===== src/rtl/morse_entry_ctrl.sv =====
// Morse key entry controller: debounced buttons build a 5-symbol code, a decoder handshake turns it into a buffered character.
// Latency: sync(2) + DEB_CYCLES + 1 cycles from press to event; decoder wait is bounded by ACK_TIMEOUT; lower-priority same-cycle events are dropped.
module morse_entry_ctrl #(
    parameter int DEB_CYCLES  = 20,
    parameter int ACK_TIMEOUT = 255
) (
    input  logic       clk,
    input  logic       rst,
    input  logic       short_n,
    input  logic       long_n,
    input  logic       decode,
    input  logic       back,
    input  logic       clear_all,
    output logic       dec_req,
    output logic [4:0] dec_code,
    output logic [2:0] dec_len,
    input  logic       dec_ack,
    input  logic [7:0] dec_char,
    input  logic       dec_err,
    output logic       buf_we,
    output logic [2:0] buf_addr,
    output logic [7:0] buf_wdata,
    output logic       clr_buf,
    output logic [3:0] char_count,
    output logic       full,
    output logic       err,
    output logic [4:0] sym_leds
);

    localparam int DW = $clog2(DEB_CYCLES + 1);
    localparam int TW = $clog2(ACK_TIMEOUT + 1);
    localparam logic [DW-1:0] DEB_LAST = DW'(DEB_CYCLES - 1);
    localparam logic [TW-1:0] TO_LAST  = TW'(ACK_TIMEOUT - 1);

    typedef enum logic [1:0] {IDLE, ENTRY, REQ, WRITE} state_t;

    // Bit order: 0 short, 1 long, 2 decode, 3 back, 4 clear_all; all normalised to 1 = pressed.
    logic [4:0]    btn_raw;
    logic [4:0]    sync1, sync2, level, armed, evt;
    logic [1:0]    fill;
    logic [DW-1:0] deb_cnt [5];

    assign btn_raw = {clear_all, back, decode, ~long_n, ~short_n};

    always_ff @(posedge clk or negedge rst) begin
        if (!rst) begin
            sync1 <= '0;
            sync2 <= '0;
            fill  <= '0;
        end else begin
            sync1 <= btn_raw;
            sync2 <= sync1;
            fill  <= {fill[0], 1'b1};
        end
    end

    // A button must be seen released (after the synchronizer has filled) before its presses count,
    // so a key held through reset stays silent until it is let go and pressed again.
    always_ff @(posedge clk or negedge rst) begin
        if (!rst) begin
            level <= '0;
            armed <= '0;
            evt   <= '0;
            for (int i = 0; i < 5; i++) deb_cnt[i] <= '0;
        end else begin
            evt <= '0;
            for (int i = 0; i < 5; i++) begin
                if (fill[1] && !sync2[i]) armed[i] <= 1'b1;
                if (sync2[i] == level[i]) begin
                    deb_cnt[i] <= '0;
                end else if (deb_cnt[i] == DEB_LAST) begin
                    deb_cnt[i] <= '0;
                    level[i]   <= sync2[i];
                    evt[i]     <= sync2[i] & armed[i];
                end else begin
                    deb_cnt[i] <= deb_cnt[i] + 1'b1;
                end
            end
        end
    end

    logic ev_clr, ev_back, ev_dec, ev_short, ev_long, ev_sym;

    assign ev_clr   = evt[4];
    assign ev_back  = evt[3] & ~evt[4];
    assign ev_dec   = evt[2] & ~(|evt[4:3]);
    assign ev_short = evt[0] & ~(|evt[4:2]);
    assign ev_long  = evt[1] & ~(|evt[4:2]) & ~evt[0];
    assign ev_sym   = ev_short | ev_long;

    state_t        state, state_n;
    logic          dec_req_n, buf_we_n, clr_n, err_n;
    logic [4:0]    code_n;
    logic [2:0]    len_n, addr_n;
    logic [3:0]    count_n;
    logic [7:0]    wdata_n;
    logic [TW-1:0] timer, timer_n;

    assign full     = (char_count == 4'd8);
    assign sym_leds = dec_code;

    always_ff @(posedge clk or negedge rst) begin
        if (!rst) begin
            state      <= IDLE;
            dec_req    <= 1'b0;
            dec_code   <= '0;
            dec_len    <= '0;
            char_count <= '0;
            err        <= 1'b0;
            buf_we     <= 1'b0;
            buf_addr   <= '0;
            buf_wdata  <= 8'hFF;
            clr_buf    <= 1'b0;
            timer      <= '0;
        end else begin
            state      <= state_n;
            dec_req    <= dec_req_n;
            dec_code   <= code_n;
            dec_len    <= len_n;
            char_count <= count_n;
            err        <= err_n;
            buf_we     <= buf_we_n;
            buf_addr   <= addr_n;
            buf_wdata  <= wdata_n;
            clr_buf    <= clr_n;
            timer      <= timer_n;
        end
    end

    always_comb begin
        state_n   = state;
        dec_req_n = dec_req;
        code_n    = dec_code;
        len_n     = dec_len;
        count_n   = char_count;
        err_n     = err;
        buf_we_n  = 1'b0;
        addr_n    = buf_addr;
        wdata_n   = buf_wdata;
        clr_n     = 1'b0;
        timer_n   = timer;

        if (ev_clr) begin
            state_n   = IDLE;
            dec_req_n = 1'b0;
            code_n    = '0;
            len_n     = '0;
            count_n   = '0;
            err_n     = 1'b0;
            clr_n     = 1'b1;
        end else begin
            case (state)
                IDLE, ENTRY: begin
                    if (ev_sym) begin
                        if (dec_len == 3'd5) begin
                            err_n = 1'b1;
                        end else begin
                            code_n[dec_len] = ev_long;
                            len_n           = dec_len + 3'd1;
                            state_n         = ENTRY;
                        end
                    end else if (ev_back) begin
                        if (state == ENTRY) begin
                            len_n         = dec_len - 3'd1;
                            code_n[len_n] = 1'b0;
                            if (len_n == 3'd0) state_n = IDLE;
                        end else if (char_count != 4'd0) begin
                            // Erase the last character by writing a blank pattern over it.
                            buf_we_n = 1'b1;
                            addr_n   = 3'(char_count - 4'd1);
                            wdata_n  = 8'hFF;
                            count_n  = char_count - 4'd1;
                        end
                    end else if (ev_dec && state == ENTRY) begin
                        if (full) begin
                            err_n   = 1'b1;
                            code_n  = '0;
                            len_n   = '0;
                            state_n = IDLE;
                        end else begin
                            dec_req_n = 1'b1;
                            timer_n   = '0;
                            state_n   = REQ;
                        end
                    end
                end
                REQ: begin
                    if (dec_ack) begin
                        dec_req_n = 1'b0;
                        if (dec_err) begin
                            err_n   = 1'b1;
                            code_n  = '0;
                            len_n   = '0;
                            state_n = IDLE;
                        end else begin
                            // Write strobe is registered so it is visible exactly during WRITE.
                            buf_we_n = 1'b1;
                            addr_n   = char_count[2:0];
                            wdata_n  = dec_char;
                            state_n  = WRITE;
                        end
                    end else if (timer == TO_LAST) begin
                        dec_req_n = 1'b0;
                        err_n     = 1'b1;
                        code_n    = '0;
                        len_n     = '0;
                        state_n   = IDLE;
                    end else begin
                        timer_n = timer + 1'b1;
                    end
                end
                WRITE: begin
                    count_n = char_count + 4'd1;
                    code_n  = '0;
                    len_n   = '0;
                    state_n = IDLE;
                end
                default: state_n = IDLE;
            endcase
        end
    end

endmodule

===== config.mk =====
export PLATFORM = sky130hd
export DESIGN_NAME = morse_entry_ctrl
export DESIGN_NICKNAME = d
export VERILOG_FILES = /design/src/rtl/morse_entry_ctrl.sv
export SDC_FILE = /design/constraint.sdc
export NUM_CORES = 1
export LEC_CHECK = 0
export BUFFER_PORTS_ARGS = -buffer_cell sky130_fd_sc_hd__buf_2
export CAP_MARGIN = 20
export CORE_AREA = 4 4 120 87
export CTS_BUF_LIST = sky130_fd_sc_hd__clkbuf_8
export DETAILED_ROUTE_END_ITERATION = 8
export DIE_AREA = 0 0 124 91
export PLACE_DENSITY = 0.67
export SLEW_MARGIN = 20
export SYNTH_ARGS = -nofsm -noshare
export SYNTH_HDL_FRONTEND = slang
export SYNTH_SLANG_ARGS = --single-unit

===== constraint.sdc =====
create_clock -name clk -period 3.2 [get_ports clk]
set_input_delay 0.48 -clock clk [delete_from_list [all_inputs] [get_ports clk]]
set_output_delay 0.48 -clock clk [all_outputs]
set_load 0.1 [all_outputs]

==> summary.log <==
qor: run_status.status complete, no violations
qor: pwr.combPwrFrac 8.9%
qor: synth.ys_top_cells_by_area dfrtp_1 49%, dfstp_2 5.1%, nor2_1 5.0%
qor: synth.yosys_register_bits 89
qor: clock_network.clock_tree.buffer_depth 2
qor: clock_network.cts-htree-levels 3
qor: final_layout.final_layout_size_suffix_gt1_share 19.37%
qor: setup_path.cp.arrival 1.93 ns
qor: synth.portion_of_the_post_synthesis_area_used_by_sequential_elements 54.63%
qor: pwr.power.net_switching 592.7 uW
qor: clock_network.cts_tree built
qor: synth.synth-async-reset-ratio 100.0%
qor: setup_path.critPathSlowestCell buf_2
qor: placed_design.dp.cells 552
qor: sta.final_hold_viol_count 0
qor: final_layout.antenna_cells 0
qor: placed_design.buffer_ports.inserted 49
qor: detailed_routing.initial_drc_count 237
qor: grt.antenna_found_initial 0
qor: final_layout.flow.area_growth_from_synthesis 12.77%
qor: floorplanning.area_of_the_core_region 0.009107 sq mm
qor: synth.average_footprint_of_a_synthesized_cell 10.37 sq um
qor: clock_network.cts_root_buf clkbuf_8
qor: sta.slew-limit-headroom 50.37%
qor: clock_network.cts.sink_count 89
qor: setup_path.worstPathCellList inv_1 > ha_1 > and3b_1 > buf_2
qor: synth.post_synth_num_cell_types 53
qor: clock_network.numCtsBuffers 9
qor: synth.leading_register_cell_type_out_of_synthesis dfrtp_1
qor: sta.transition_time_at_the_pin_with_the_least_slew_margin 0.7445 ns
qor: setup_path.critical_path_peak_fanout 6
qor: pwr.sequentialPowerShare 54.9%
qor: grt.gr-usage-all-layers 13.92%
qor: detailed_routing.avgRoutedWirePerCell 12.95 um
qor: final_layout.layout.cells.most_common dfrtp_1
qor: setup_path.crit_path_max_incr_delay 0.48 ns
qor: synth.synthesis.nets 424
qor: detailed_routing.viasPerCell 5.067
qor: clock_network.post_cts_buffers 0
qor: sta.max_clock_freq 415.5 MHz
qor: detailed_routing.drtPass1Iterations 4
qor: detailed_routing.drt.antenna.violating_nets 0
qor: placed_design.detailed_place.area 0.004414 sq mm
qor: grt.grt_start_max_net_pins 85
qor: final_layout.finish.net_count 468
qor: setup_path.timing.critical_path.required 2.72 ns
qor: detailed_routing.postRouteWirelength 7.358 mm
qor: final_layout.final_cell_mix 81 x dfrtp_1, 55 x nor2_1, 48 x buf_2
qor: synth.synth_enable_flop_cells 0
qor: grt.global_route_overflow 0
qor: sta.totalNegativeSetupSlack 0 ns
qor: synth.syn_inst 395
qor: final_layout.fin_area 0.004618 sq mm
qor: setup_path.timing.setup.critical_path_class reg -> out
qor: setup_path.critPathCaptureType output port
qor: grt.grt_pass1_vias 2722
qor: sta.worst_clock_skew 0.01493 ns
qor: sta.setup_viol_count_final 0
qor: pwr.internal_power 1580 uW
qor: clock_network.post_cts_hold_buffer_count 0
qor: synth.yosysTopAreaCellShare 49.50%
qor: sta.rsz0062_at_grt false
qor: pwr.power.ir.vdd_worst 0.3503 mV
qor: floorplanning.die-area 0.01128 sq mm
qor: detailed_routing.detail_route.drc_violations 0
qor: sta.final.setup.worst_slack 0.7931 ns
qor: run.timing.max_cap.violations 0
qor: placed_design.pre_cts_worst_setup_slack 0.8539 ns
qor: setup_path.cp-start-kind flip-flop
qor: floorplanning.io_pins 50
qor: sta.pins_over_their_slew_limit 0
qor: pwr.leakagePower 0.002207 uW
qor: final_layout.finalNonFillerCells 568
qor: synth.synth_area_leader_cell dfrtp_1
qor: placed_design.hpwl 5.267 mm
qor: pwr.power_per_cell_area 470.5 mW/mm^2
qor: placed_design.gp_routability_congestion 0.8041
qor: pwr.design_power_total 2173 uW
qor: floorplanning.initial_utilization 44.96%
qor: sta.final_min_period_over_clock_period 75.22%
qor: floorplanning.dieWidth 124 um
qor: clock_network.clkSlewWorstSetupHoldPaths 0.09 ns
qor: synth.netlist_area 0.004095 sq mm
qor: clock_network.post_cts_resize_count 0
qor: floorplanning.placementRows 29
qor: clock_network.clk-insertion-delay-late 0.38 ns
qor: synth.ys.warnings.count 0
qor: pwr.clock_power_share 36.2%
qor: min_path.timing.hold.worst.class in -> async
qor: floorplanning.chipHeight 91 um
qor: detailed_routing.routed-via-count 2878
qor: sta.min_period 2.407 ns
qor: pwr.switching_share 27.28%
qor: grt.first_pass_grt_wire_length 12.47 mm
==> synth_stat cells (2+ instances only) <==
cell and instances:
a21o_1 7, a31oi_1 4, a211oi_1 4, o21ai_0 16, xnor2_1 13, nand3b_1 2
dfstp_2 8, and3_1 3, nor2_1 55, or3_1 2, buf_4 6, nand4_1 3
a311oi_1 2, nor2b_1 2, and2_1 11, buf_2 4, o31ai_1 7, nor3b_1 2
nand2_1 26, nand3_1 20, ha_1 12, inv_1 16, o211ai_1 2, a32oi_1 2
xor2_1 19, mux2_2 2, dfrtp_1 81, nand2b_1 2, a21oi_1 23, o22ai_1 2
clkbuf_1 8, nor3_1 8
==> layer usage <==
metal / track usage [%] / vias to the layer above / routed length (um)
met1: 19.00 / 1353 / 3633
met5: 0 / - / 0
met2: 20.38 / 77 / 3107
li1: - / 1437 / -
met4: 5.561 / 0 / 110
met3: 4.783 / 11 / 507
==> power groups by stage <==
stage | Clock (uW) | Combinational (uW) | Sequential (uW)
6_report | 787 | 193 | 1190
5_1_grt | 865 | 216 | 1200
4_1_cts | 815 | 197 | 1190
3_5_place_dp | 0 | 196 | 1220
3_3_place_gp | 0 | 192 | 1210
2_1_floorplan | 0 | 76.4 | 1270
==> layout make-up <==
class                           instances  area, sq um
Clock buffer                            9        123.9
Clock inverter                          7        76.32
Fill cell                             813         4489
Inverter                               16        60.06
Multi-Input combinational cell        271         1692
Sequential cell                        89         2237
Tap cell                              124        155.1
Timing Repair Buffer                   52        274.0
==> final timing paths <==
check,from,endpoint,slack [ns],depth (start not counted)
max,char_count[0],full,0.79,4
min reg2reg,sync1[3],sync2[3],0.35,0
min in group clk,decode,sync1[2],0.21,1
max in group asynchronous,rst,buf_wdata[4],2.42,2
max reg2reg,char_count[0],buf_wdata[0],0.86,8
min,rst,char_count[1],0.12,1
==> per-stage QoR <==
| step | hold slack (ns) | utilization, % |
|---|---|---|
| 2_1_floorplan | 0.1844 | - |
| 3_3_place_gp | 0.3331 | 48.47 |
| 3_5_place_dp | 0.3347 | 48.47 |
| 4_1_cts | 0.1902 | 50.67 |
| 5_1_grt | 0.1851 | 50.71 |
| 6_report | 0.1191 | 50.71 |
==> worst max-delay path: cells and delay by family (launching register included) <==
| family | cells | cell delay (ns) |
|---|---|---|
| buffers and inverters | 2 | 0.60 |
| and+or+nand+nor | 1 | 0.31 |
| adders and majority gates | 1 | 0.20 |
| DFF | 1 | 0.45 |
==> registers in the layout, indices dropped and copies added, names as in the netlist, 2 cells and up <==
register	cells
deb_cnt	25
fill	2
state	2
sync2	5
armed	5
dec_code	5
dec_len	3
char_count	4
level	5
sync1	5
buf_wdata	8
timer	8
evt	5
buf_addr	3
==> cells by family after synthesis <==
| kind of cell | share of synthesized area [%] |
|---|---|
| flops | 54.63 |
| buf+inv | 4.064 |
| other cells | 0.09157 |
| xor+xnor | 6.844 |
| compound gates | 12.10 |
| fa+ha+maj | 3.666 |
| mux | 0.7943 |
| simple gates | 17.81 |
(Power assumes the default switching activity.)
